==> src/rtl/serial_frame_tx.sv <==
// Serial frame transmitter: start bit 0, DATA_W data bits LSB first, even parity, stop bit 1.
// Each bit is held BIT_CYCLES clocks; the serial line and all status outputs come straight from flops.
module serial_frame_tx #(
    parameter int DATA_W     = 8,
    parameter int BIT_CYCLES = 4
) (
    input  logic              clk,
    input  logic              rst_n,
    input  logic [DATA_W-1:0] tx_data,
    input  logic              tx_valid,
    output logic              tx_ready,
    output logic              data_out,
    output logic              busy,
    output logic              frame_done
);

    localparam int CNT_W = (BIT_CYCLES > 1) ? $clog2(BIT_CYCLES) : 1;
    localparam int IDX_W = (DATA_W > 1) ? $clog2(DATA_W) : 1;
    localparam logic [CNT_W-1:0] CNT_LAST = CNT_W'(BIT_CYCLES - 1);
    localparam logic [IDX_W-1:0] IDX_LAST = IDX_W'(DATA_W - 1);

    typedef enum logic [2:0] {
        S_IDLE   = 3'd0,
        S_START  = 3'd1,
        S_DATA   = 3'd2,
        S_PARITY = 3'd3,
        S_STOP   = 3'd4
    } state_t;

    state_t              r_state;
    state_t              w_state_nxt;
    logic [CNT_W-1:0]    r_cnt,   w_cnt_nxt;
    logic [IDX_W-1:0]    r_idx,   w_idx_nxt;
    logic [DATA_W-1:0]   r_shift, w_shift_nxt;
    logic                r_par,   w_par_nxt;
    logic                r_dout,  w_dout_nxt;
    logic                r_done,  w_done_nxt;
    logic                r_ready;
    logic                r_busy;
    logic                w_bit_end;

    assign w_bit_end  = (r_cnt == CNT_LAST);
    assign tx_ready   = r_ready;
    assign data_out   = r_dout;
    assign busy       = r_busy;
    assign frame_done = r_done;

    // Next-state and next-datapath logic; the line value is loaded as each bit begins
    always_comb begin
        w_state_nxt = r_state;
        w_cnt_nxt   = w_bit_end ? {CNT_W{1'b0}} : (r_cnt + CNT_W'(1));
        w_idx_nxt   = r_idx;
        w_shift_nxt = r_shift;
        w_par_nxt   = r_par;
        w_dout_nxt  = r_dout;
        w_done_nxt  = 1'b0;
        case (r_state)
            S_IDLE: begin
                w_cnt_nxt  = {CNT_W{1'b0}};
                w_dout_nxt = 1'b1;
                if (tx_valid && r_ready) begin
                    w_state_nxt = S_START;
                    w_shift_nxt = tx_data;
                    w_par_nxt   = 1'b0;
                    w_idx_nxt   = {IDX_W{1'b0}};
                    w_dout_nxt  = 1'b0;
                end else begin
                    w_state_nxt = S_IDLE;
                end
            end
            S_START: begin
                if (w_bit_end) begin
                    w_state_nxt = S_DATA;
                    w_dout_nxt  = r_shift[0];
                    w_par_nxt   = r_par ^ r_shift[0];
                    w_shift_nxt = r_shift >> 1'b1;
                end else begin
                    w_state_nxt = S_START;
                end
            end
            S_DATA: begin
                if (w_bit_end) begin
                    if (r_idx == IDX_LAST) begin
                        // Parity already includes the last data bit, toggled when it was emitted
                        w_state_nxt = S_PARITY;
                        w_dout_nxt  = r_par;
                        w_idx_nxt   = {IDX_W{1'b0}};
                    end else begin
                        w_dout_nxt  = r_shift[0];
                        w_par_nxt   = r_par ^ r_shift[0];
                        w_shift_nxt = r_shift >> 1'b1;
                        w_idx_nxt   = r_idx + IDX_W'(1);
                    end
                end else begin
                    w_state_nxt = S_DATA;
                end
            end
            S_PARITY: begin
                if (w_bit_end) begin
                    w_state_nxt = S_STOP;
                    w_dout_nxt  = 1'b1;
                end else begin
                    w_state_nxt = S_PARITY;
                end
            end
            S_STOP: begin
                if (w_bit_end) begin
                    w_state_nxt = S_IDLE;
                    w_dout_nxt  = 1'b1;
                    w_done_nxt  = 1'b1;
                end else begin
                    w_state_nxt = S_STOP;
                end
            end
            default: begin
                w_state_nxt = S_IDLE;
                w_cnt_nxt   = {CNT_W{1'b0}};
                w_dout_nxt  = 1'b1;
            end
        endcase
    end

    // FSM state register
    always_ff @(posedge clk or negedge rst_n) begin
        if (!rst_n) begin
            r_state <= S_IDLE;
        end else begin
            r_state <= w_state_nxt;
        end
    end

    // Datapath and registered status outputs; tx_ready stays low during reset
    always_ff @(posedge clk or negedge rst_n) begin
        if (!rst_n) begin
            r_cnt   <= {CNT_W{1'b0}};
            r_idx   <= {IDX_W{1'b0}};
            r_shift <= {DATA_W{1'b0}};
            r_par   <= 1'b0;
            r_dout  <= 1'b1;
            r_done  <= 1'b0;
            r_ready <= 1'b0;
            r_busy  <= 1'b0;
        end else begin
            r_cnt   <= w_cnt_nxt;
            r_idx   <= w_idx_nxt;
            r_shift <= w_shift_nxt;
            r_par   <= w_par_nxt;
            r_dout  <= w_dout_nxt;
            r_done  <= w_done_nxt;
            r_ready <= (w_state_nxt == S_IDLE);
            r_busy  <= (w_state_nxt != S_IDLE);
        end
    end

endmodule
==> config.mk <==
export PLATFORM = sky130hd
export DESIGN_NAME = serial_frame_tx
export DESIGN_NICKNAME = d
export VERILOG_FILES = /design/src/rtl/serial_frame_tx.sv
export SDC_FILE = /design/constraint.sdc
export NUM_CORES = 1
export LEC_CHECK = 0
export CAP_MARGIN = 20
export CORE_ASPECT_RATIO = 0.5
export CORE_MARGIN = 2
export CORE_UTILIZATION = 25
export DETAILED_ROUTE_END_ITERATION = 10
export PLACE_DENSITY_LB_ADDON = 0.05
export SYNTH_ARGS = -nofsm -noshare
export SYNTH_HDL_FRONTEND = slang
export SYNTH_SLANG_ARGS = --single-unit
==> constraint.sdc <==
create_clock -name clk -period 1.8 [get_ports clk]
set_clock_uncertainty 0.2 [all_clocks]
set_input_delay 0.27 -clock clk [delete_from_list [all_inputs] [get_ports clk]]
set_output_delay 0.27 -clock clk [all_outputs]
set_load 0.02 [all_outputs]
* Word level (Yosys, flattened, before mapping) *
Cells that the tools add are included.

storage, ports and cells
  register bits after elaboration = 21
  latch bits = 0
  RAM bits = 0
  bits in read-only memories = 0
  bits of input ports = 11
  output and inout bits = 4
  memories kept = 0

cells by class
  add/subtract/negate cells = 2
  multiply operators = 0
  div/mod/pow operators = 0
  magnitude comparators = 0
  equality and inequality tests = 11
  shift operators = 0
  muxes and demuxes = 31
  bitwise operators = 1
  reduce and logical (&&, ||, !) cells = 11

operators with widths
  cell                 number
  $mux 8               4
  $pmux 8 s3           1
  $mux 3               7
  $pmux 3 s5           1
  $mux 1               12
  $ne 2x2->1 const B   4
  $eq 3x2->1 const B   2
  $eq 3x3->1 const B   2
  $logic_not 3->1      2
  $mux 2               3
  $pmux 3 s2           1
  $reduce_and 3->1     2
  $reduce_bool 3->1    2
  $reduce_and 5->1     1
  $pmux 1 s4           1
  $reduce_or 4->1      1
  $add 3x1->3 const B  1
  $eq 3x1->1 const B   1
  $pmux 1 s3           1
  $add 2x1->2 const B  1
  $eq 2x2->1 const B   1
  $ne 2x1->1 const B   1
  $reduce_bool 2->1    1
  $reduce_or 2->1      1
  2 further kinds      2

* Depth between registers and ports, before layout *
Gate-level depths: netlist (run 1).

  word-level depth = 5
  depth in mapped cells = 6
  mapped depth without buffers = 6

* Worst setup path after synthesis (run 1) *
OpenSTA, ideal clock, no wires.

  path kind = register -> register
  start point = register r_cnt[0]
  end point = register r_shift[0]
  library setup time = 125 ps
  arrival time = 1509 ps
  data required time = 1475 ps
  path slack = -34 ps
  cell stages (with the launch flop) = 6
  cells stage by stage = dfrtp_1 > ha_1 > buf_4 > and2b_2 > o21ai_4 > mux2_2

on the way
  word-level cells in the longest chain between the ends = 3
  elaborated cells on any way between the ends = 4
  those cells by class = eq/ne: 3; reduce/logical: 1

RTL lines
  item                                 line  RTL
  start, declared                      32    logic [CNT_W-1:0] r_cnt, w_cnt_nxt;
  start signal, assigned               135   r_cnt <= {CNT_W{1'b0}};
  start signal, assigned               144   r_cnt <= w_cnt_nxt;
  $eq 2x2->1 *                         42    assign w_bit_end = (r_cnt == CNT_LAST);
  $ne 2x2->1 (no source line)          -
  $reduce_and 5->1 (no source line) *  -
  end signal, assigned                 137   r_shift <= {DATA_W{1'b0}};
  end signal, assigned                 146   r_shift <= w_shift_nxt;
  end, declared                        34    logic [DATA_W-1:0] r_shift, w_shift_nxt;

Mark *: on every way between the ends. The rest lies on a longest branch, timed or not.
A chain may end at the register's enable or synchronous reset.

* Final worst setup path (run 1) *
  start point = register r_cnt[0]
  end point = register r_shift[5]

Same word-level chain as after synthesis.

==> impl_results.md, run 1 <==
* Status: finished, final reports clean
* Mean Syn Cell Area at between 10 and 15 sq um
* Crit Path Class: reg -> reg
* Area growth syn-to-layout at 39.14%
* First-pass GRT wire length at between 3000 and 4000 um
* Worst slew pin tran at between 0.3 and 0.4 ns
* Syn nets at approximately 110
* Placer's final routability congestion estimate at a little over 0.7
* Netlist cell types at 36
* Dominant cells by area after synthesis: dfrtp_1 45%, mux2_2 16%, ha_1 4.5%
* Die footprint at 5005 sq um
* Total I/O pin count at 15
* Final nets at about 140
* Post-synth EDFFs at 0
* Gate power share at about 58%
* Global Route Usage Sum at 9.504%
* Rows at 17
* Largest net degree at the start of global routing at 22
* Post-DP HPWL at roughly 1600 um
* Seq cells post-synth at 21
* Hold slack at roughly 0.16 ns
* P_leak at 0.6756 nW
* Most frequent cell after synthesis: dfrtp_1
* Final Hold Viols at 0
* # diodes at 0
* TNS Setup at 0 ns
* Drt drc at 0
* Finished Layout Cells at 180
* Max Cap Viol at 0
* # fillers at 435
* DR pass1 iterations at 4
* Clock root cell: clkbuf_8
* Initial detailed-routing violation count at 14
* NetSw at about 0.99 mW
* HP Class: in -> async
* Post-Syn Area at between 1000 and 1500 sq um
* Max_slew headroom at ~73%
* CTS buffer count at 3
* Vias per cell at 4.261
* WL/cell at roughly 13 um
* Worst EP required at 1.75 ns
* Peak VDD IR at 513.5 uV
* Synth area leader: dfrtp_1
* Setup violators final at 0
* Post-synthesis cell count at just over 90
* Final core occ at 35.64%
* Clk pwr share at between 10% and 20%
* Clock slew at reported path FFs at 0.07 ns
* Startpoint type of the worst setup path: flip-flop
* Top post-synthesis cells by count: 20 x dfrtp_1, 16 x mux2_2, 6 x nand2_1
* Post-synth top flop: dfrtp_1
* Yosys top cell area share at ~45%
* Dpl cells at 170
* Initial antenna violation count at 0
* Layout cell share with drive strength beyond 1 at between 30% and 40%
* RSZ-0062 raised after global routing: yes
* Latest clock arrival within the worst-skew pair at 0.26 ns
* Vias in the first global route at roughly 760
* # clock sinks at 21
* Final min period at 1.759 ns
* Max Clk Rate at ~570 MHz
* Pwr dens at about 1700 nW/um^2
* I/O Buffers at 14
* Slew Limit Fails at 0
* CTS Buffer Depth at 2
* Total chip power at roughly 2.7 mW
* Async SR Flop Fraction at 100.0%
* DIE HEIGHT at just over 50 um
* Die X at just under 100 um
* Arrival time at the worst endpoint at 1.71 ns
* CTS tree: yes
* Synth warnings at 0
* Switching share of power at ~37%
* Core area at about 4300 sq um
* CP Capture Type: flip-flop
* Sequential power share at between 30% and 40%
* Vias at around 770
* P_int at about 1.7 mW
* Hold-fix buffers, CTS at 0
* Starting Density at 25.62%
* CP max FO at 4
* H-tree Lvls at 1
* Register area share after synthesis at ~48%
* ANT nets after route at 0
* Final period util at a little over nine tenths
* WL final at between 2000 and 2500 um
* GR Overflow Total at 0
==> per-stage QoR <==
stage | cell area (sq um) | setup slack [ns]
after floorplan | 1106 | -0.007773
after global placement | 1365 | -0.04782
after detailed placement | 1365 | -0.07566
after CTS | 1426 | -0.006188
after global routing | 1539 | -0.009101
final | 1539 | 0.04127
==> cells by family after synthesis <==
| group | Yosys count | synth area share, % |
|---|---|---|
| XOR/XNOR | 3 | 2.376 |
| multiplexers | 17 | 17.19 |
| AND/OR/NAND/NOR | 23 | 12.44 |
| AO/OA/AOI/OAI | 18 | 12.33 |
| flip-flops | 21 | 47.62 |
| buffers and inverters | 7 | 3.506 |
| adder cells (fa/ha/maj) | 4 | 4.525 |
==> power by group through the flow <==
stage | Clock [mW] | Combinational (mW) | Sequential (mW)
after CTS | 0.331 | 1.35 | 0.805
after global routing | 0.346 | 1.70 | 0.854
after detailed placement | 0 | 1.31 | 0.813
after floorplan | 0 | 0.945 | 0.826
final | 0.305 | 1.55 | 0.833
after global placement | 0 | 1.28 | 0.801
==> registers in the layout (all words and copies together), names as in the netlist <==
| name | count |
|---|---|
| r_state | 3 |
| r_idx | 3 |
| r_cnt | 2 |
| busy | 1 |
| frame_done | 1 |
| r_par | 1 |
| data_out | 1 |
| tx_ready | 1 |
| r_shift | 8 |
==> worst max-delay path, cell delays in order (launching register included) <==
cell and delay (ns):
dfrtp_1 0.41, ha_4 0.19, and2b_2 0.23, o21ai_2 0.26
mux2_2 0.36
==> path summary, 6_finish.rpt <==
check	slack [ns]	endpoint	start	cells past startpoint
setup / recovery	0.04	r_shift[5]$_DFFE_PN0P_	r_cnt[0]$_DFF_PN0_	4
hold / removal	0.16	busy$_DFF_PN0_	rst_n	2
setup reg to reg	0.04	r_shift[5]$_DFFE_PN0P_	r_cnt[0]$_DFF_PN0_	4
hold reg to reg	0.29	r_cnt[0]$_DFF_PN0_	r_cnt[0]$_DFF_PN0_	1
max in group asynchronous	0.97	data_out$_DFFE_PN1P_	rst_n	2
min in group clk	0.29	r_cnt[0]$_DFF_PN0_	r_cnt[0]$_DFF_PN0_	1
==> cell type report <==
cell class	count	area, sq um	share of cell area, %
clock buffer	4	45.04	2.927
tap	57	71.32	4.634
inverter	3	11.26	0.7317
multi-input combinational	67	634.4	41.22
timing repair buffer	28	250.2	16.26
sequential	21	526.8	34.23
==> cells in the final DEF, fill, tap and decap left out, drive strengths merged <==
| cell type | instances |
|---|---|
| and3 | 1 |
| dfstp | 1 |
| and2b | 1 |
| xnor2 | 2 |
| nand2b | 1 |
| nor2 | 7 |
| mux2 | 16 |
| a21oi | 5 |
| xor2 | 1 |
| inv | 3 |
| nor2b | 1 |
| dfrtp | 20 |
| nand3b | 2 |
| and2 | 2 |
| o21bai | 1 |
| o22a | 1 |
| a31oi | 1 |
| o32ai | 1 |
| buf | 14 |
| nor3b | 1 |
| nand2 | 6 |
| dlymetal6s2s | 1 |
| clkdlybuf4s50 | 12 |
| o2bb2ai | 1 |
| a22o | 3 |
| dlygate4sd2 | 1 |
| clkbuf | 4 |
| nand3 | 1 |
| a211o | 1 |
| nor3 | 1 |
| ha | 4 |
| o21ai | 5 |
| mux2i | 1 |
==> routing by layer <==
layer  wire [um]  GRT usage [%]  share of wire, %
met3         128          4.241               5.4
met2         954          14.38                40
met1        1286          12.80                54
met4          12          1.389              0.50
met5           0              0                 0
==> timing repair <==
item,CTS,global route
setup buffers,0,4
resized for setup,5,14
setup endpoints to repair,10,11
endpoints found under the hold margin,0,0
gates cloned,1,1
pin swaps,1,3
(Power assumes the default switching activity.)
==> run 2: changes to the inputs <==
Settings changed: CTS_CLUSTER_SIZE from default to 14.
Clock period 1.8 ns to 1.63 ns, I/O delays scaled along.
==> impl_results.md, run 2 (synthesis gave the netlist of run 1 again) <==
* CP Capture Type: flip-flop
* Clock root cell: clkbuf_8
* Placer's final routability congestion estimate at 0.6799 (-4.3%)
* Max_slew headroom at 78.38% (+5.2 points)
* Startpoint type of the worst setup path: flip-flop
* Rows at 17 (unchanged)
* Worst slew pin tran at 0.3226 ns (-0.07639 ns)
* WL/cell at 14.15 um (+7.0%)
* CTS buffer count at 3 (unchanged)
* Largest net degree at the start of global routing at 22 (unchanged)
* I/O Buffers at 14 (unchanged)
* Crit Path Class: reg -> reg
* CTS tree: yes
* Global Route Usage Sum at 10.98% (+1.5 points)
* Starting Density at 25.62% (unchanged)
* # diodes at 0 (unchanged)
* Commonest cells after routing, fill and taps aside: 20 x dfrtp_1, 17 x buf_4, 11 x mux2_4, 10 x clkdlybuf4s50_1, 6 x nand2_1
* Biggest regs: r_shift x8, r_idx x3, r_state x3
* Setup ws final at -0.1725 ns (-0.2138 ns)
* Met2 WL at 1166 um (+22%)
* Met3 Wirelength at 106 um (-17%)
* Final period util at 110.6% (+13 points)
* HP Class: in -> async
* Pwr dens at 1987 nW/um^2 (+14%)
* Vias at 811 (+5.7%)
* DIE HEIGHT at 51.04 um (unchanged)
* Area after DPL at 1438 sq um (+5.3%)
* Slew Limit Fails at 0 (unchanged)
* Routed met1 length at 1349 um (+4.9%)
* Arrival time at the worst endpoint at 1.75 ns (+0.04 ns)
* Die X at 98.07 um (unchanged)
* Max Cap Viol at 0 (unchanged)
* Layout cell share with drive strength beyond 1 at 46.51% (+6.7 points)
* Post-DP HPWL at 1699 um (+7.0%)
* Top reg by flops: r_shift
* CP startpoint: r_state[1]$_DFF_PN0_
* Vias per cell at 4.360 (+2.3%)
* Failing checks: setup timing
* H-tree Lvls at 1 (unchanged)
* Total I/O pin count at 15 (unchanged)
* Clock slew at reported path FFs at 0.08 ns (about the same)
* Uppermost routed layer: met4
* Final core occ at 38.68% (+3.0 points)
* Core area at 4318 sq um (unchanged)
* DR pass1 iterations at 4 (unchanged)
* Total chip power at 3.318 mW (+23%)
* Final instance area at 1670 sq um (+8.5%)
* Area growth syn-to-layout at 51.02%
* # fillers at 429 (-1.4%)
* Worst EP required at 1.58 ns (-0.17 ns)
* Final min period at 1.803 ns (+0.04380 ns)
* ANT nets after route at 0 (unchanged)
* Final nets at 145 (+4.3%)
* Die footprint at 5005 sq um (unchanged)
* Peak VDD IR at 681.1 uV (+33%)
* # clock sinks at 21 (unchanged)
* CTS Buffer Depth at 2 (unchanged)
* Max Clk Rate at 554.8 MHz (-2.4%)
* RSZ-0062 raised after global routing: yes
* Hold-fix buffers, CTS at 0 (unchanged)
* Worst reg-to-reg path cell count at 4 (unchanged)
* Latest clock arrival within the worst-skew pair at 0.26 ns (about the same)
* GR Overflow Total at 0 (unchanged)
* First-pass GRT wire length at 4271 um (+16%)
* Initial antenna violation count at 0 (unchanged)
* Number of flip-flops under the largest register name at 8 (unchanged)
* FF-to-FF Start: r_state[1]$_DFF_PN0_
* Setup violators final at 11 (+11)
* P_leak at 0.7522 nW (+11%)
* CP max FO at 5 (+1)
* Status: finished, violations left
* Post-place setup slack at -0.2727 ns (-0.1970 ns)
* Drt drc at 0 (unchanged)
* WL final at 2632 um (+11%)
* Leading cell type in the layout, fill and taps excluded: dfrtp_1
* Initial detailed-routing violation count at 14 (unchanged)
* Vias in the first global route at 841 (+11%)
* Hold slack at 0.1359 ns (-0.01964 ns)
* Final Hold Viols at 0 (unchanged)
run 2: cell type report:
cell class,count,area [sq um],area share (%)
well taps,57,71.32,4.270
repair buffers,34,296.5,17.75
flip-flops and latches,21,526.8,31.54
inverters,3,11.26,0.6742
multi-input cells,67,719.4,43.07
clock buffers,4,45.04,2.697
run 2: path summary, 6_finish.rpt:
| path | end | slack [ns] |
|---|---|---|
| setup / recovery | r_shift[6]$_DFFE_PN0P_ | -0.17 |
| hold / removal | busy$_DFF_PN0_ | 0.14 |
| setup reg to reg | r_shift[6]$_DFFE_PN0P_ | -0.17 |
| hold reg to reg | r_cnt[0]$_DFF_PN0_ | 0.28 |
| max in group asynchronous | data_out$_DFFE_PN1P_ | 0.82 |
| min in group clk | r_cnt[0]$_DFF_PN0_ | 0.28 |
run 2: repair_timing:
action	in CTS	in global routing
setup endpoints to repair	17	14
buffers inserted	2	3
cloned	2	0
pin swaps	3	4
gates resized for setup	23	7
run 2: worst max-delay path, stage by stage (launching register included):
cell and delay, ns:
dfrtp_1 0.44, xnor2_2 0.20, nor2_4 0.22, mux2_2 0.37, mux2_4 0.26
run 2: report_power, final:
part           leakage (nW)  internal [mW]  switching (mW)
logic                 0.468           1.15           0.909
clock network        0.0228          0.174           0.173
registers             0.261          0.755           0.161
total                 0.752           2.07            1.24
run 2: per-layer routing:
metal | up-vias | track usage, %
li1 | 404 | -
met2 | 11 | 17.58
met5 | - | 0
met4 | 0 | 1.389
met1 | 394 | 14.59
met3 | 2 | 4.241
run 2: metrics by stage:
stage	setup TNS (ns)	instances
2_1_floorplan	-1.380	93
3_3_place_gp	-2.628	175
3_5_place_dp	-2.803	175
4_1_cts	-1.400	183
5_1_grt	-1.988	186
6_report	-1.260	186
==> run 3: changes to the inputs <==
Settings changed: CORE_UTILIZATION 25 to 40.
==> impl_results.md, run 3 (synthesis gave the netlist of run 1 again) <==
* Commonest cells after routing, fill and taps aside: 19 x dfrtp_1, 19 x buf_4, 13 x mux2_4, 10 x clkdlybuf4s50_1, 6 x nand2_1
* Max Clk Rate at 556.3 MHz (+0.27%)
* # fillers at 208 (-52%)
* Pwr dens at 2077 nW/um^2 (+4.5%)
* Max_slew headroom at 80.99% (+2.6 points)
* Initial detailed-routing violation count at 22 (+8)
* Area taken by multi-input logic gates at 704.4 sq um (-2.1%)
* Area growth syn-to-layout at 52.83%
* Max Cap Viol at 0 (unchanged)
* Die X at 78.37 um (-20%)
* Drt drc at 0 (unchanged)
* Die footprint at 3227 sq um (-36%)
* Slew Limit Fails at 0 (unchanged)
* Core area at 2619 sq um (-39%)
* Clock root cell: clkbuf_8
* Total I/O pin count at 15 (unchanged)
* Final Hold Viols at 0 (unchanged)
* Worst EP required at 1.57 ns (about the same)
* Biggest regs: r_shift x8, r_idx x3, r_state x3
* HP Class: in -> async
* Post-DP HPWL at 1568 um (-7.7%)
* GR Overflow Total at 0 (unchanged)
* Final core occ at 64.55% (+26 points)
* Vias per cell at 4.840 (+11%)
* Arrival time at the worst endpoint at 1.74 ns (about the same)
* Area after DPL at 1390 sq um (-3.3%)
* H-tree Lvls at 1 (unchanged)
* Initial antenna violation count at 0 (unchanged)
* Total chip power at 3.511 mW (+5.8%)
* Status: finished, violations left
* CP max FO at 4 (-1)
* Largest net degree at the start of global routing at 22 (unchanged)
* Final nets at 148 (+2.1%)
* Starting Density at 42.24% (+17 points)
* Rows at 13 (-4)
* Global Route Usage Sum at 17.05% (+6.1 points)
* RSZ-0062 raised after global routing: yes
* Hold-fix buffers, CTS at 0 (unchanged)
* P_leak at 0.7862 nW (+4.5%)
* Final instance area at 1690 sq um (+1.2%)
* Top reg by flops: r_shift
* Setup ws final at -0.1677 ns (+0.004863 ns)
* Sequential Area at 528.0 sq um (+0.24%)
* WL/cell at 14.58 um (+3.0%)
* Latest clock arrival within the worst-skew pair at 0.26 ns (about the same)
* Placer's final routability congestion estimate at 0.8403 (+24%)
* Number of flip-flops under the largest register name at 8 (unchanged)
* Layout cell share with drive strength beyond 1 at 49.24% (+2.7 points)
* Startpoint type of the worst setup path: flip-flop
* Vias at 818 (+0.86%)
* DIE HEIGHT at 41.19 um (-19%)
* Final min period at 1.798 ns (-0.004863 ns)
* # diodes at 0 (unchanged)
* CTS tree: yes
* Peak VDD IR at 851.4 uV (+25%)
* Crit Path Class: reg -> reg
* CTS buffer count at 3 (unchanged)
* Failing checks: setup timing
* Setup violators final at 12 (+1)
* I/O Buffers at 14 (unchanged)
* CP Capture Type: flip-flop
* Worst slew pin tran at 0.2852 ns (-0.03744 ns)
* Post-place setup slack at -0.2717 ns (+0.0009520 ns)
* Vias in the first global route at 826 (-1.8%)
* Clock slew at reported path FFs at 0.08 ns (about the same)
* # clock sinks at 21 (unchanged)
* ANT nets after route at 0 (unchanged)
* CTS Buffer Depth at 2 (unchanged)
* DR pass1 iterations at 4 (unchanged)
* Final period util at 110.3% (-0.30 points)
* WL final at 2464 um (-6.4%)
* First-pass GRT wire length at 3939 um (-7.8%)
## run 3: cell types whose count changed in the layout (fill, tap and decap cells not counted), moves of 2 or more
| cell | previous run | this run |
|---|---|---|
| buf_6 | 3 | 5 |
| mux2_4 | 11 | 13 |
| buf_4 | 17 | 19 |
| mux2_2 | 5 | 3 |
## run 3: where the power goes
part / internal, mW / switching, mW
registers: 0.758 / 0.174
logic: 1.35 / 0.896
clock network: 0.170 / 0.163
## run 3: worst max-delay path: stages, from the launching register on
cell      delay [ns]
dfrtp_2         0.45
buf_6           0.13
nand3b_4        0.17
a21oi_4         0.20
o21ai_4         0.09
buf_4           0.14
mux2_4          0.29
## run 3: through the flow
| stage | setup TNS (ns) | hold slack [ns] | instances |
|---|---|---|---|
| global route | -2.178 | 0.1548 | 169 |
| finish | -1.630 | 0.1395 | 169 |
| global placement | -2.453 | 0.2187 | 152 |
| detailed placement | -2.728 | 0.2353 | 152 |
| floorplan | -1.380 | -0.2511 | 93 |
| CTS | -1.358 | 0.1403 | 164 |
## run 3: worst paths after layout
check                                startpoint                      to  slack, ns  cells past startpoint
max in group asynchronous                 rst_n    data_out$_DFFE_PN1P_       0.82                      2
hold reg to reg              r_cnt[0]$_DFF_PN0_      r_cnt[0]$_DFF_PN0_       0.30                      1
setup / recovery           r_state[1]$_DFF_PN0_  r_shift[6]$_DFFE_PN0P_      -0.17                      6
setup reg to reg           r_state[1]$_DFF_PN0_  r_shift[6]$_DFFE_PN0P_      -0.17                      6
hold / removal                            rst_n      tx_ready$_DFF_PN0_       0.14                      2
min in group clk             r_cnt[0]$_DFF_PN0_      r_cnt[0]$_DFF_PN0_       0.30                      1
## run 3: timing repair
| item | CTS | global route |
|---|---|---|
| pin swaps | 8 | 4 |
| buffers inserted | 8 | 5 |
| endpoints found under the setup margin | 17 | 15 |
| resized for setup | 23 | 11 |
| cloned | 0 | 0 |
## run 3: per-layer routing
layer	GRT usage, %	wire [um]	vias up
met5	0	0	-
met4	2.632	8	0
met3	5.727	105	2
met2	33.41	1212	12
met1	19.52	1139	398
li1	-	-	406
## run 3: cell type report
type | instances | area share, %
Multi-Input combinational cell | 65 | 41.67
Tap cell | 37 | 2.739
Clock buffer | 3 | 2.443
Clock inverter | 1 | 0.2961
Inverter | 3 | 0.6662
Timing Repair Buffer | 39 | 20.95
Sequential cell | 21 | 31.24
